### config.mk
export PLATFORM = sky130hd
export DESIGN_NAME = seq_decoder_n
export DESIGN_NICKNAME = d
export VERILOG_FILES = /design/src/rtl/seq_decoder_n.sv
export SDC_FILE = /design/constraint.sdc
export NUM_CORES = 1
export LEC_CHECK = 0
export BUFFER_PORTS_ARGS = -buffer_cell sky130_fd_sc_hd__buf_4
export CAP_MARGIN = 20
export CORE_ASPECT_RATIO = 1.2
export CORE_MARGIN = 2
export CORE_UTILIZATION = 50
export CTS_CLUSTER_SIZE = 12
export DETAILED_ROUTE_END_ITERATION = 8
export GPL_ROUTABILITY_DRIVEN = 1
export PLACE_DENSITY = 0.71
export SLEW_MARGIN = 20
export SYNTH_ARGS = -nofsm -noshare
export SYNTH_HDL_FRONTEND = slang
export SYNTH_SLANG_ARGS = --single-unit
### constraint.sdc
create_clock -name clk -period 3.7 [get_ports clk]
set_clock_uncertainty 0.1 [all_clocks]
set_input_delay 0.185 -clock clk [delete_from_list [all_inputs] [get_ports clk]]
set_output_delay 0.185 -clock clk [all_outputs]
set_load 0.03 [all_outputs]
### src/rtl/seq_decoder_n.sv
// Registered N-to-2^N one-hot decoder with DECODE / ACCUM / SCAN modes and
// valid/ready on both sides; a single output stage fed either by an accept or a scan step.
module seq_decoder_n #(
  parameter int N         = 4,
  parameter bit MSB_FIRST = 1'b1
) (
  input  logic             clk,
  input  logic             rst_n,
  input  logic             in_valid,
  output logic             in_ready,
  input  logic [N-1:0]     x,
  input  logic [1:0]       mode,
  input  logic             clr,
  output logic             out_valid,
  input  logic             out_ready,
  output logic [2**N-1:0]  d,
  output logic             out_last,
  output logic             busy
);

  localparam int             W   = 2**N;
  localparam logic [N-1:0]   TOP = '1;
  localparam logic [N-1:0]   ONE = N'(1);
  localparam logic [1:0]     M_ACCUM = 2'b01;
  localparam logic [1:0]     M_SCAN  = 2'b10;

  typedef enum logic {S_IDLE, S_SCAN} state_t;

  state_t         state_q, state_d;
  logic [N-1:0]   cur_q, cur_d;
  logic [W-1:0]   mask_q, mask_d;
  logic [W-1:0]   d_q, d_d;
  logic           out_valid_q, out_valid_d;
  logic           out_last_q, out_last_d;

  logic [N-1:0]   idx;
  logic [N-1:0]   cur_inc;
  logic           accept, issue, scan_step;

  function automatic logic [W-1:0] onehot(input logic [N-1:0] i);
    onehot    = '0;
    onehot[i] = 1'b1;
  endfunction

  // x[0] carries the index MSB when MSB_FIRST is set
  generate
    if (MSB_FIRST) begin : g_rev
      for (genvar i = 0; i < N; i++) begin : g_bit
        assign idx[i] = x[N-1-i];
      end
    end else begin : g_fwd
      assign idx = x;
    end
  endgenerate

  assign accept    = in_valid & in_ready;
  assign issue     = out_valid_q & out_ready;
  assign cur_inc   = cur_q + ONE;
  // the TOP compare keeps cur from wrapping past the last index
  assign scan_step = issue & (state_q == S_SCAN) & (cur_q != TOP);

  // state register
  always_ff @(posedge clk) begin
    if (!rst_n) begin
      state_q     <= S_IDLE;
      cur_q       <= '0;
      mask_q      <= '0;
      d_q         <= '0;
      out_valid_q <= 1'b0;
      out_last_q  <= 1'b0;
    end else begin
      state_q     <= state_d;
      cur_q       <= cur_d;
      mask_q      <= mask_d;
      d_q         <= d_d;
      out_valid_q <= out_valid_d;
      out_last_q  <= out_last_d;
    end
  end

  // next-state
  always_comb begin
    state_d = state_q;
    if (accept && mode == M_SCAN)
      state_d = S_SCAN;
    else if (issue && state_q == S_SCAN && cur_q == TOP)
      state_d = S_IDLE;
  end

  // datapath next values
  always_comb begin
    cur_d       = cur_q;
    mask_d      = mask_q;
    d_d         = d_q;
    out_valid_d = out_valid_q;
    out_last_d  = out_last_q;

    if (clr)
      mask_d = '0;
    if (accept && mode == M_ACCUM)
      mask_d = (clr ? '0 : mask_q) | onehot(idx);

    if (accept) begin
      out_valid_d = 1'b1;
      case (mode)
        M_ACCUM: begin
          d_d        = mask_d;
          out_last_d = 1'b1;
        end
        M_SCAN: begin
          cur_d      = idx;
          d_d        = onehot(idx);
          out_last_d = (idx == TOP);
        end
        default: begin
          d_d        = onehot(idx);
          out_last_d = 1'b1;
        end
      endcase
    end else if (scan_step) begin
      cur_d      = cur_inc;
      d_d        = onehot(cur_inc);
      out_last_d = (cur_inc == TOP);
    end else if (issue) begin
      out_valid_d = 1'b0;
    end
  end

  // outputs
  always_comb begin
    in_ready  = rst_n & (state_q == S_IDLE) & (~out_valid_q | out_ready);
    busy      = (state_q == S_SCAN);
    out_valid = out_valid_q;
    d         = d_q;
    out_last  = out_last_q;
  end

endmodule
==> tab_implementation.tex <==
\begin{tabular}{lr}
\hline
Metric & Value \\
\hline
\multicolumn{2}{l}{\textbf{Power}} \\
\quad Switching power & 224 µW \\
\quad Pwr Total & 817 µW \\
\quad Clk network pwr share & 34.5\% \\
\quad P\_leak & 0.900 nW \\
\quad Power share of the combinational group & 12.6\% \\
\quad Switching share of power & 27.4\% \\
\quad Highest ir drop seen on vdd & 0.159 mV \\
\quad Power Dens Cells & 344 mW/mm² \\
\quad Total internal power & 593 µW \\
\quad Fraction of power consumed by sequential logic & 52.9\% \\
\multicolumn{2}{l}{\textbf{Global route}} \\
\quad Total congestion overflow after global routing & 0 \\
\quad Met3 demand-to-capacity share in global routing & 3.14\% \\
\quad Initial antenna violation count & 0 \\
\quad Number of global-route vias before repair & 1732 \\
\quad First-pass GRT wire length & 8.32 mm \\
\quad Pin count of the biggest net entering global routing & 30 \\
\quad Met2 Use GR & 37.7\% \\
\quad Global Route Usage Sum & 23.0\% \\
\quad Most used routing layer & met2 \\
\quad Grt met1 use & 30.8\% \\
\multicolumn{2}{l}{\textbf{Status}} \\
\quad Result of the run & complete, no violations \\
\multicolumn{2}{l}{\textbf{Clocking}} \\
\quad CTS Root Buffer Type & sky130\_fd\_sc\_hd\_\_clkbuf\_8 \\
\quad Deepest level of the CTS H-tree & 2 \\
\quad Post-cts resize count & 0 \\
\quad Number of CTS-inserted buffers & 5 \\
\quad Buffers inserted during post-CTS setup optimization & 0 \\
\quad Hold buffer count at CTS & 0 \\
\quad Reg clk slew, reported paths & 0.08 ns \\
\quad Clock latency of the later-clocked register in the worst-skew pair & 0.29 ns \\
\quad Maximum count of clock buffers along a single path & 2 \\
\quad CTS tree & yes \\
\quad Total clock sinks & 39 \\
\multicolumn{2}{l}{\textbf{Floorplanning}} \\
\quad Core outline area & 0.00397 mm² \\
\quad Die Span Y & 75.0 µm \\
\quad Die width & 63.2 µm \\
\quad Ports & 31 \\
\quad Initial Util & 52.9\% \\
\quad Total number of placement rows & 25 \\
\quad Total Die Area & 0.00474 mm² \\
\multicolumn{2}{l}{\textbf{Layout}} \\
\quad Share of cells above drive strength 1 & 18.7\% \\
\quad Nets & 282 \\
\quad Signed area change from the synthesized netlist to the final layout & 13.0\% \\
\quad Fin util & 59.7\% \\
\quad Final design instance area without fill & 0.00237 mm² \\
\quad Number of filler cells placed in the layout & 386 \\
\quad Finished Layout Cells & 322 \\
\quad Antenna cells & 0 \\
\multicolumn{2}{l}{\textbf{Placement}} \\
\quad Post-placement cell count & 314 \\
\quad Post-DP HPWL & 3.75 mm \\
\quad Number of port buffers & 30 \\
\quad DP Worst Slack & 1.58 ns \\
\quad Placed Area & 0.00229 mm² \\
\quad GPL Wtd Cong & 0.922 \\
\multicolumn{2}{l}{\textbf{STA}} \\
\quad Max Slew Vio Count & 0 \\
\quad Post-route worst hold slack & 0.136 ns \\
\quad Worst-Margin Slew & 0.580 ns \\
\quad Sum of negative setup slack & 0 ns \\
\quad Unrepaired setup endpoints after global routing & false \\
\quad Fmax achieved & 467 MHz \\
\quad Minimum setup slack in the final design & 1.56 ns \\
\quad Tightest slew margin relative to the limit & 61.2\% \\
\quad Setup violations, final & 0 \\
\quad Final Hold Fails & 0 \\
\quad Tmin final & 2.14 ns \\
\quad Ratio of final minimum period to clock period & 57.9\% \\
\multicolumn{2}{l}{\textbf{Yosys}} \\
\quad Combinational family with the most area after synthesis & compound AO/OA/AOI/OAI gates \\
\quad Post-synthesis net count & 264 \\
\quad Post-synthesis sequential area ratio & 37.2\% \\
\quad Compound-Gate Fraction of Synth Area & 28.4\% \\
\quad Synthesized flop and latch total & 39 \\
\quad Fraction of synthesized cell area in xor and xnor cells & 0\% \\
\quad Avg Cell Area, Syn & 8.43 µm² \\
\quad Fraction of synthesized area in multiplexers & 0.954\% \\
\quad Area share of and/or/nand/nor cells after synthesis & 25.1\% \\
\quad Top flip-flop cell by instance count after synthesis & sky130\_fd\_sc\_hd\_\_dfxtp\_1 \\
\quad Post-Synthesis Cell Area & 0.00210 mm² \\
\quad Post-synthesis adder-cell area fraction & 2.38\% \\
\quad Number of enable-type register cells in the synthesized netlist & 0 \\
\quad Share of flip-flops with an asynchronous set or reset & 0\% \\
\quad Number of unique standard cell types used by synthesis & 46 \\
\quad Cell count after synthesis & 249 \\
\quad Yosys warnings & 0 \\
\multicolumn{2}{l}{\textbf{Detailed routing}} \\
\quad DRC violation count after routing & 0 \\
\quad First-pass DRT Iterations & 4 \\
\quad Average wire per standard cell & 16.0 µm \\
\quad Number of routed nets with antenna violations & 0 \\
\quad Total routed wirelength & 5.15 mm \\
\quad Vias & 1865 \\
\quad Violation count after the first detailed-route iteration & 222 \\
\quad Average via count per standard cell & 5.79 \\
\multicolumn{2}{l}{\textbf{Worst setup path}} \\
\quad CP Max Fanout & 13 \\
\quad Class of the most critical setup path & flip-flop to flip-flop \\
\quad Req. time, crit path & 3.82 ns \\
\quad Data arrival time at the worst-slack endpoint & 2.26 ns \\
\quad Category of the worst setup path launch point & flip-flop \\
\quad Type of destination of the critical path & flip-flop \\
\multicolumn{2}{l}{\textbf{Job}} \\
\quad Max-cap check violation count & 0 \\
\multicolumn{2}{l}{\textbf{Worst hold path}} \\
\quad Worst hold path type & primary input to flip-flop \\
\hline
\end{tabular}
## sequential cells by signal, summed over array words and instances, names as in the netlist
| signal | count |
|---|---|
| out_valid | 1 |
| out_last | 1 |
| d | 16 |
| cur_q | 4 |
| busy | 1 |
| mask_q | 16 |
## cell usage in the layout, fill, tap and decap left out, types with 2 or more instances in the layout
cell type                    n
sky130_fd_sc_hd__o32ai_1     3
sky130_fd_sc_hd__nor3_1     13
sky130_fd_sc_hd__o21a_1     12
sky130_fd_sc_hd__o21ai_0     6
sky130_fd_sc_hd__a221o_2     3
sky130_fd_sc_hd__nand3_1     8
sky130_fd_sc_hd__dfxtp_1    39
sky130_fd_sc_hd__nor2_1     22
sky130_fd_sc_hd__nand4_1     5
sky130_fd_sc_hd__o22ai_1     4
sky130_fd_sc_hd__o31a_1      4
sky130_fd_sc_hd__inv_1       5
sky130_fd_sc_hd__buf_4      30
sky130_fd_sc_hd__ha_1        4
sky130_fd_sc_hd__mux2i_1     2
sky130_fd_sc_hd__nor2b_1    13
sky130_fd_sc_hd__clkbuf_8    5
sky130_fd_sc_hd__and3_1      3
sky130_fd_sc_hd__nand2b_1   10
sky130_fd_sc_hd__a21oi_1    15
sky130_fd_sc_hd__a2bb2oi_1   3
sky130_fd_sc_hd__a22oi_1     9
sky130_fd_sc_hd__nand2_1    21
sky130_fd_sc_hd__o221ai_1    7
## layer usage
metal	vias to the layer above	share of wire (%)
met5	-	0
met4	0	2.3
met3	12	4.4
met2	47	49
met1	860	45
li1	946	-
## power groups by stage
stage	Clock, mW	Sequential (mW)	Combinational, mW
2_1_floorplan	0	0.450	0.0623
3_3_place_gp	0	0.442	0.103
3_5_place_dp	0	0.442	0.103
4_1_cts	0.286	0.432	0.103
5_1_grt	0.306	0.433	0.111
6_report	0.282	0.432	0.103
## logic make-up after synthesis
logic type / count (synthesis)
fa+ha+maj: 4
buf+inv: 24
mux: 2
simple gates: 103
compound gates: 77
flops: 39
## worst paths after layout
kind | startpoint | end | slack (ns) | cells past startpoint
worst min-delay path | x[3] | cur_q[0]$_SDFFE_PN0P_ | 0.14 | 3
worst max register to register | cur_q[0]$_SDFFE_PN0P_ | d[4]$_SDFFE_PN0P_ | 1.56 | 5
worst min register to register | out_last$_SDFFE_PN0P_ | out_last$_SDFFE_PN0P_ | 0.36 | 2
worst max-delay path | cur_q[0]$_SDFFE_PN0P_ | d[4]$_SDFFE_PN0P_ | 1.56 | 5
## area by class of cell
cell class | instances | area, µm² | share of cell area [%]
flip-flops and latches | 39 | 781 | 32.9
clock inverters | 2 | 12.5 | 0.527
inverters | 5 | 18.8 | 0.791
multi-input cells | 186 | 1190 | 50.4
repair buffers | 30 | 225 | 9.49
clock buffers | 6 | 72.6 | 3.06
well taps | 54 | 67.6 | 2.85
## synthesized netlist by cell type, drive strengths merged, types with 4 or more instances
cell type / instances / area share (%)
a21oi: 16 / 4.0
a22oi: 9 / 3.2
buf: 10 / 3.3
clkbuf: 9 / 1.7
dfxtp: 39 / 37
ha: 4 / 2.4
inv: 5 / 0.89
nand2: 21 / 3.8
nand2b: 11 / 3.4
nand3: 9 / 2.4
nand4: 5 / 1.5
nor2: 22 / 3.9
nor2b: 14 / 4.5
nor3: 13 / 3.1
o21a: 12 / 4.3
o21ai: 6 / 1.4
o221ai: 7 / 2.9
o22ai: 4 / 1.2
o31a: 4 / 1.7
## worst max-delay path, cell delays in order, from the launching register on
cell and delay [ns]:
sky130_fd_sc_hd__dfxtp_1 0.44, sky130_fd_sc_hd__ha_1 0.38, sky130_fd_sc_hd__nand3_1 0.27, sky130_fd_sc_hd__a221oi_4 0.60, sky130_fd_sc_hd__a22oi_1 0.18, sky130_fd_sc_hd__o21ai_0 0.10
Note: power is estimated with default switching activity, not from simulation.
